<file path="config.mk">
export PLATFORM = sky130hd
export DESIGN_NAME = alu_sched
export DESIGN_NICKNAME = d
export VERILOG_FILES = /design/src/rtl/alu_sched.sv
export SDC_FILE = /design/constraint.sdc
export NUM_CORES = 1
export LEC_CHECK = 0
export ABC_AREA = 1
export CORE_ASPECT_RATIO = 1.1
export CORE_MARGIN = 10
export CORE_UTILIZATION = 42
export DETAILED_ROUTE_END_ITERATION = 7
export GPL_ROUTABILITY_DRIVEN = 0
export PLACE_DENSITY = 0.81
export SLEW_MARGIN = 20
export SYNTH_ARGS = -nofsm -noshare
export SYNTH_HDL_FRONTEND = slang
export SYNTH_SLANG_ARGS = --single-unit
export TNS_END_PERCENT = 30
</file>
<file path="constraint.sdc">
create_clock -name clk -period 2 [get_ports clk]
set_clock_uncertainty 0.2 [all_clocks]
set_input_delay 0.2 -clock clk [delete_from_list [all_inputs] [get_ports clk]]
set_output_delay 0.2 -clock clk [all_outputs]
set_load 0.005 [all_outputs]
</file>
<file path="src/rtl/alu_sched.sv">
// Round-robin scheduler for the shared ALU: issues one function word at a time,
// waits for the ack with a bounded timeout and owns the architectural C/N/Z/V flags.
module alu_sched #(
  parameter int unsigned TIMEOUT = 16
) (
  input  logic        clk,
  input  logic        rst_b,
  input  logic        req_0,
  input  logic        req_1,
  input  logic [31:0] fnct_0,
  input  logic [31:0] fnct_1,
  input  logic        upd_0,
  input  logic        upd_1,
  output logic        gnt_0,
  output logic        gnt_1,
  output logic        done_0,
  output logic        done_1,
  output logic [31:0] rsp_data,
  output logic [3:0]  rsp_flags,
  output logic        rsp_err,
  output logic [31:0] fnct_out,
  output logic        cf_curr,
  output logic        nf_curr,
  output logic        zf_curr,
  output logic        vf_curr,
  input  logic [31:0] alu_out,
  input  logic        alu_ack,
  input  logic        cf,
  input  logic        nf,
  input  logic        zf,
  input  logic        vf
);

  typedef enum logic [1:0] {StIdle, StWait, StGap} state_e;

  localparam logic [7:0] CntMax = 8'(TIMEOUT - 1);

  state_e     state_q;
  logic [7:0] cnt_q;
  logic       last_gnt_q;
  logic       owner_q;
  logic       upd_q;
  logic [3:0] flags_q;
  logic       pick_1;

  // Requester 1 wins when alone, or on a tie when requester 0 was served last.
  assign pick_1 = req_1 && (!req_0 || !last_gnt_q);

  assign cf_curr = flags_q[3];
  assign nf_curr = flags_q[2];
  assign zf_curr = flags_q[1];
  assign vf_curr = flags_q[0];

  always_ff @(posedge clk or negedge rst_b) begin
    if (!rst_b) begin
      state_q    <= StIdle;
      cnt_q      <= 8'd0;
      last_gnt_q <= 1'b1;
      owner_q    <= 1'b0;
      upd_q      <= 1'b0;
      flags_q    <= 4'd0;
      gnt_0      <= 1'b0;
      gnt_1      <= 1'b0;
      done_0     <= 1'b0;
      done_1     <= 1'b0;
      rsp_data   <= 32'd0;
      rsp_flags  <= 4'd0;
      rsp_err    <= 1'b0;
      fnct_out   <= 32'd0;
    end else begin
      gnt_0  <= 1'b0;
      gnt_1  <= 1'b0;
      done_0 <= 1'b0;
      done_1 <= 1'b0;
      unique case (state_q)
        StIdle: begin
          if (req_0 || req_1) begin
            state_q    <= StWait;
            owner_q    <= pick_1;
            last_gnt_q <= pick_1;
            upd_q      <= pick_1 ? upd_1 : upd_0;
            fnct_out   <= pick_1 ? fnct_1 : fnct_0;
            gnt_0      <= !pick_1;
            gnt_1      <= pick_1;
            cnt_q      <= 8'd0;
          end
        end
        StWait: begin
          // An ack on the last allowed cycle still counts as a normal completion.
          if (alu_ack || (cnt_q == CntMax)) begin
            state_q  <= StGap;
            fnct_out <= 32'd0;
            done_0   <= !owner_q;
            done_1   <= owner_q;
            if (alu_ack) begin
              rsp_data  <= alu_out;
              rsp_flags <= {cf, nf, zf, vf};
              rsp_err   <= 1'b0;
              if (upd_q) begin
                flags_q <= {cf, nf, zf, vf};
              end
            end else begin
              rsp_data  <= 32'd0;
              rsp_flags <= 4'd0;
              rsp_err   <= 1'b1;
            end
          end else begin
            cnt_q <= cnt_q + 8'd1;
          end
        end
        StGap: begin
          state_q <= StIdle;
        end
        default: begin
          state_q <= StIdle;
        end
      endcase
    end
  end

endmodule

</file>
Word-level counts from Yosys, hierarchy flattened
Index checks and enable logic that the tools add are counted.
{ "totals": {"regBits": 90, "inputBits": 107, "out_inout_bits": 77, "wordCells": 58} }
{ "op_classes": {"reduce_logical": 16, "n_eq_ne": 5, "n_mux": 22, "add_sub_neg": 1} }
{ "ops": {"columns": ["operator", "count"], "rows": [
  ["32-bit two-way mux", 4],
  ["32-bit one-hot mux with 2 select lines", 1],
  ["8-bit two-way mux", 2],
  ["8-bit one-hot mux with 2 select lines", 1],
  ["1-bit two-way mux", 10],
  ["8-bit by 1-bit adder with 8-bit output (second input constant)", 1],
  ["8-bit by 4-bit equality test with 1-bit output (second input constant)", 1],
  ["2-bit != test (second input constant)", 3],
  ["2-bit AND reduction", 3],
  ["3-bit AND reduction", 2],
  ["1-bit logical NOT", 4],
  ["2-bit two-way mux", 2],
  ["4-bit two-way mux", 1],
  ["2-bit one-hot mux with 2 select lines", 1],
  ["4-bit AND reduction", 1],
  ["1-bit logical OR", 3],
  ["2-bit by 1-bit equality test with 1-bit output (second input constant)", 1],
  ["2-bit logical NOT", 1],
  ["2-bit nonzero test", 1],
  ["1-bit logical AND", 1]
]} }

Depth between registers and ports, before layout
{ "logic_depth": {"ltp_word": 6, "depth_mapped": 9, "ltp_nobuf": 9} }

Worst setup path before layout
No wires, ideal clock.
{ "synth_timing": {"path_kind": "register to register", "startpoint": "reg cnt_q[0]", "endpoint": "reg rsp_flags[2]", "setup_ps": 126, "required_ps": 1674, "setup_slack_ps": 455, "period_less_slack_ps": 1545, "stages_incl_launch_ff": 8, "arrival_time_ps": 1219, "n_path_buf": 1, "path_cell_list": "dfrtp_1 ha_1 nand3_1 o21bai_2 nand2_4 buf_2 nand2_1 o21ai_0"} }
{ "synth_via": {"elab_chain_len": 3} }
{ "synth_rtl": {"columns": ["element", "line_no", "source"], "rows": [
  ["start, declared", "39", "logic [7:0] cnt_q;"],
  ["start signal, assigned", "108", "cnt_q <= cnt_q + 8'd1;"],
  ["8-bit by 4-bit equality test with 1-bit output", "90", "if (alu_ack || (cnt_q == CntMax)) begin"],
  ["1-bit logical OR", "90", null],
  ["2-bit AND reduction (no source line)", null, null],
  ["end signal, assigned", "97", "rsp_flags <= {cf, nf, zf, vf};"],
  ["end, declared", "19", "output logic [3:0] rsp_flags,"]
]} }
Every way passes these cells.
A chain may end at the register's enable or synchronous reset.

Final worst setup path
{ "layout_timing": {"startpoint": "reg cnt_q[0]", "endpoint": "reg fnct_out[15]"} }
{ "layout_via": {"elab_chain_len": 4} }
{ "layout_rtl": {"columns": ["element", "line_no", "source"], "rows": [
  ["8-bit by 4-bit equality test with 1-bit output", "90", null],
  ["1-bit logical OR", "90", null],
  ["2-bit != test (no source line)", null, null],
  ["3-bit AND reduction (no source line)", null, null],
  ["end signal, assigned", "82", "fnct_out <= pick_1 ? fnct_1 : fnct_0;"],
  ["end, declared", "21", "output logic [31:0] fnct_out,"]
]} }
Every way passes these cells.

==> results by group <==
Synthesis
  • Yosys warns: 0
  • Biggest area consumer among synthesized cells: dfrtp_1
  • Syn Std Cell Area: 0.004111 mm2
  • Syn nets: 610
  • Top cells by area, synth: dfrtp_1 54%, nand2_1 22%, nand3_1 5.5%
  • Synthesis-stage register bit count: 90
  • Average size of a mapped cell: 8.190 um2
  • Cells after synthesis: approximately 500
  • Post-synth top area share: 54.17%
  • Netlist cell types: 25
  • Register area share after synthesis: 54.81%

Clock tree
  • Clock-pin slew on the worst setup and hold paths: 0.10 ns
  • # H-tree levels: 3
  • Sink Count: 90
  • Longest Clk Path Bufs: 2
  • Post-CTS Setup Bufs: 0
  • CTS Buf Count: 9
  • Clk_lat worst skew: 0.35 ns
  • Root Driver: clkbuf_8
  • CTS tree: yes

Routing
  • Vias per inst: 4.901
  • Routed via count: 3960
  • DRT Wirelength: roughly 13000 um
  • WL per Instance: 16.17 um
  • DRT Pass-1 Iters: 5
  • Remaining DRCs: 0
  • 1st-iter DRT viols: 200
  • ANT nets after route: 0

STA
  • Endpoints failing hold: 0
  • Max-slew violations: 0
  • Post-layout min period: 1.838 ns
  • Max Clock Freq: 0.5442 GHz
  • TNS Setup: 0 ns
  • Tightest Pin Transition: 0.5370 ns
  • Relative slew slack: 64.20%
  • RSZ-0062 raised after global routing: no
  • Final setup vio count: 0
  • Final Cycle Share: about 90%

GRT
  • Overflow after GRT: 0
  • Initial antenna violation count: 0
  • Tot GR Track Use: 17.99%
  • Vias in the first global route: 4081
  • Largest net degree at the start of global routing: 42
  • First-pass GRT wire length: 20660 um

Place
  • Post-DP HPWL: 10220 um
  • Inst Count DP: around 790
  • Buffers on Ports: 183

Cells and area
  • Reg area: 0.002253 mm2
  • Multi-input logic area: 0.001652 mm2
  • FILL cells: 783
  • Non-filler cells, final: 808
  • Finished Core Util: 66.94%
  • Layout cell share with drive strength beyond 1: 7.670%
  • Area added between synthesis and finish: 53.77%
  • Antenna fix cells: 0
  • Nets: 794

Flow run
  • Max-cap violation count: 0

Critical path
  • WP data arrival: 1.88 ns
  • Crit-path cells: ha_1 -> nand3_1 -> o21bai_4 -> nand2_8 -> buf_12 -> nand3_1 -> nand2_1
  • Worst path buffer plus inverter count: 1
  • Crit. End Element: flip-flop
  • Setup CP Type: flip-flop to flip-flop
  • Worst EP required: 2.04 ns
  • CP top delay family: simple AND/OR/NAND/NOR gates
  • R2R Setup Slk: 0.16 ns
  • Slowest stage delay, CP: 0.40 ns
  • FF-to-FF Start: cnt_q[0]$_DFFE_PN0P_
  • R2R depth: 7
  • CP Launch Type: flip-flop
  • Cell repeated most along the worst path: nand3_1
  • Reg2Reg Capture Point: fnct_out[15]$_DFFE_PN0P_
  • CP max-delay cell: dfrtp_1
  • CP Max Fanout: 31

Floorplan
  • Row cnt: 37
  • Core ar.: 0.009444 mm2
  • Chip width: 114.3 um
  • Number of top-level pins: 184
  • DIE AREA: 0.01415 mm2
  • Die height: ~120 um
  • Starting Density: 43.53%

Run status
  • Status: complete, no violations

Power
  • Leakage: 3.042 nW
  • Worst IR drop on VDD: 0.5821 mV
  • Pwr/cell area: 1252 mW/mm2

Hold path
  • Hold Crit Class: primary input to async pin
-- cell type report --
cell class                 instances  share of cell area (%)
inverter                          20                   1.187
tap                              117                   2.315
timing repair buffer             198                   31.94
clock inverter                     6                  0.7718
sequential                        90                   35.64
clock buffer                      10                   2.019
multi-input combinational        367                   26.12
-- layout by cell type, fill, tap and decap left out, drive strengths merged --
master / count
nand2: 243
clkdlybuf4s50: 182
dfrtp: 89
nand3: 46
a21oi: 23
inv: 22
nor2: 18
buf: 15
o21ai: 11
or2: 10
o211ai: 10
clkbuf: 10
clkinvlp: 3
nor3b: 2
o21bai: 1
nor3: 1
xor2: 1
ha: 1
clkinv: 1
dlygate4sd3: 1
dfstp: 1
-- how the worst max path moves through the flow --
stage                         start                  endpoint  slack, ns  cells after the start
5_1_grt        cnt_q[0]$_DFFE_PN0P_  fnct_out[15]$_DFFE_PN0P_       0.02                      7
4_1_cts        cnt_q[0]$_DFFE_PN0P_  fnct_out[21]$_DFFE_PN0P_       0.13                      7
3_3_place_gp                  req_0      cnt_q[6]$_DFFE_PN0P_       0.20                      7
2_1_floorplan  cnt_q[0]$_DFFE_PN0P_  rsp_flags[2]$_DFFE_PN0P_       0.46                      7
6_report       cnt_q[0]$_DFFE_PN0P_  fnct_out[15]$_DFFE_PN0P_       0.16                      7
3_5_place_dp                alu_ack  fnct_out[21]$_DFFE_PN0P_       0.14                      6
-- what timing repair did --
item / CTS / global route
hold endpoints to repair: 39 / 0
setup endpoints to repair: 0 / 4
hold buffers: 1 / 0
resized for setup: 0 / 3
-- where the power goes --
group          leakage [nW]  switching (mW)  internal (mW)
sequential             1.14           0.425           2.57
clock                0.0795           0.662          0.463
combinational          1.82            1.80           2.00
-- per-stage QoR --
step	power [mW]	hold WS (ns)	worst slack [ns]	instance area (um2)
2_1_floorplan	4.633	-0.2956	0.4553	4111
3_3_place_gp	6.721	0.01367	0.2006	6111
3_5_place_dp	6.840	0.01663	0.1409	6111
4_1_cts	7.985	0.1503	0.1294	6297
5_1_grt	8.545	0.1639	0.01609	6322
6_report	7.918	0.1553	0.1624	6322
-- routing by layer --
| metal | wire length (um) | vias to the layer above | track usage, % | share of wire [%] |
|---|---|---|---|---|
| met1 | 5154 | 1847 | 21.69 | 39 |
| met4 | 207 | 0 | 6.034 | 1.6 |
| met3 | 1034 | 16 | 5.099 | 7.9 |
| met2 | 6670 | 148 | 30.38 | 51 |
| li1 | - | 1949 | - | - |
| met5 | 0 | - | 0 | 0 |
-- sequential cells by signal (all words and copies together), names as in the netlist --
signal / cells
owner_q: 1
flags_q: 4
gnt_1: 1
rsp_data: 32
rsp_flags: 4
fnct_out: 32
upd_q: 1
done_1: 1
last_gnt_q: 1
cnt_q: 8
gnt_0: 1
done_0: 1
rsp_err: 1
state_q: 2
-- synth_stat cells, drive strengths merged --
master / number
a21oi: 23
buf: 22
clkbuf: 3
dfrtp: 89
dfstp: 1
ha: 1
inv: 20
nand2: 243
nand3: 46
nor2: 18
nor3: 1
nor3b: 2
o211ai: 10
o21ai: 11
o21bai: 1
or2: 10
xor2: 1
-- cells by family (layout without fill, tap and decap cells) --
logic type,count (synthesis),after routing,synth area share (%)
adder cells (fa/ha/maj),1,1,0.3043
AO/OA/AOI/OAI,45,45,6.238
XOR/XNOR,1,1,0.2131
AND/OR/NAND/NOR,320,320,32.81
buffers and inverters,45,234,5.630
flip-flops,90,90,54.81
Note: power is estimated with default switching activity, not from simulation.
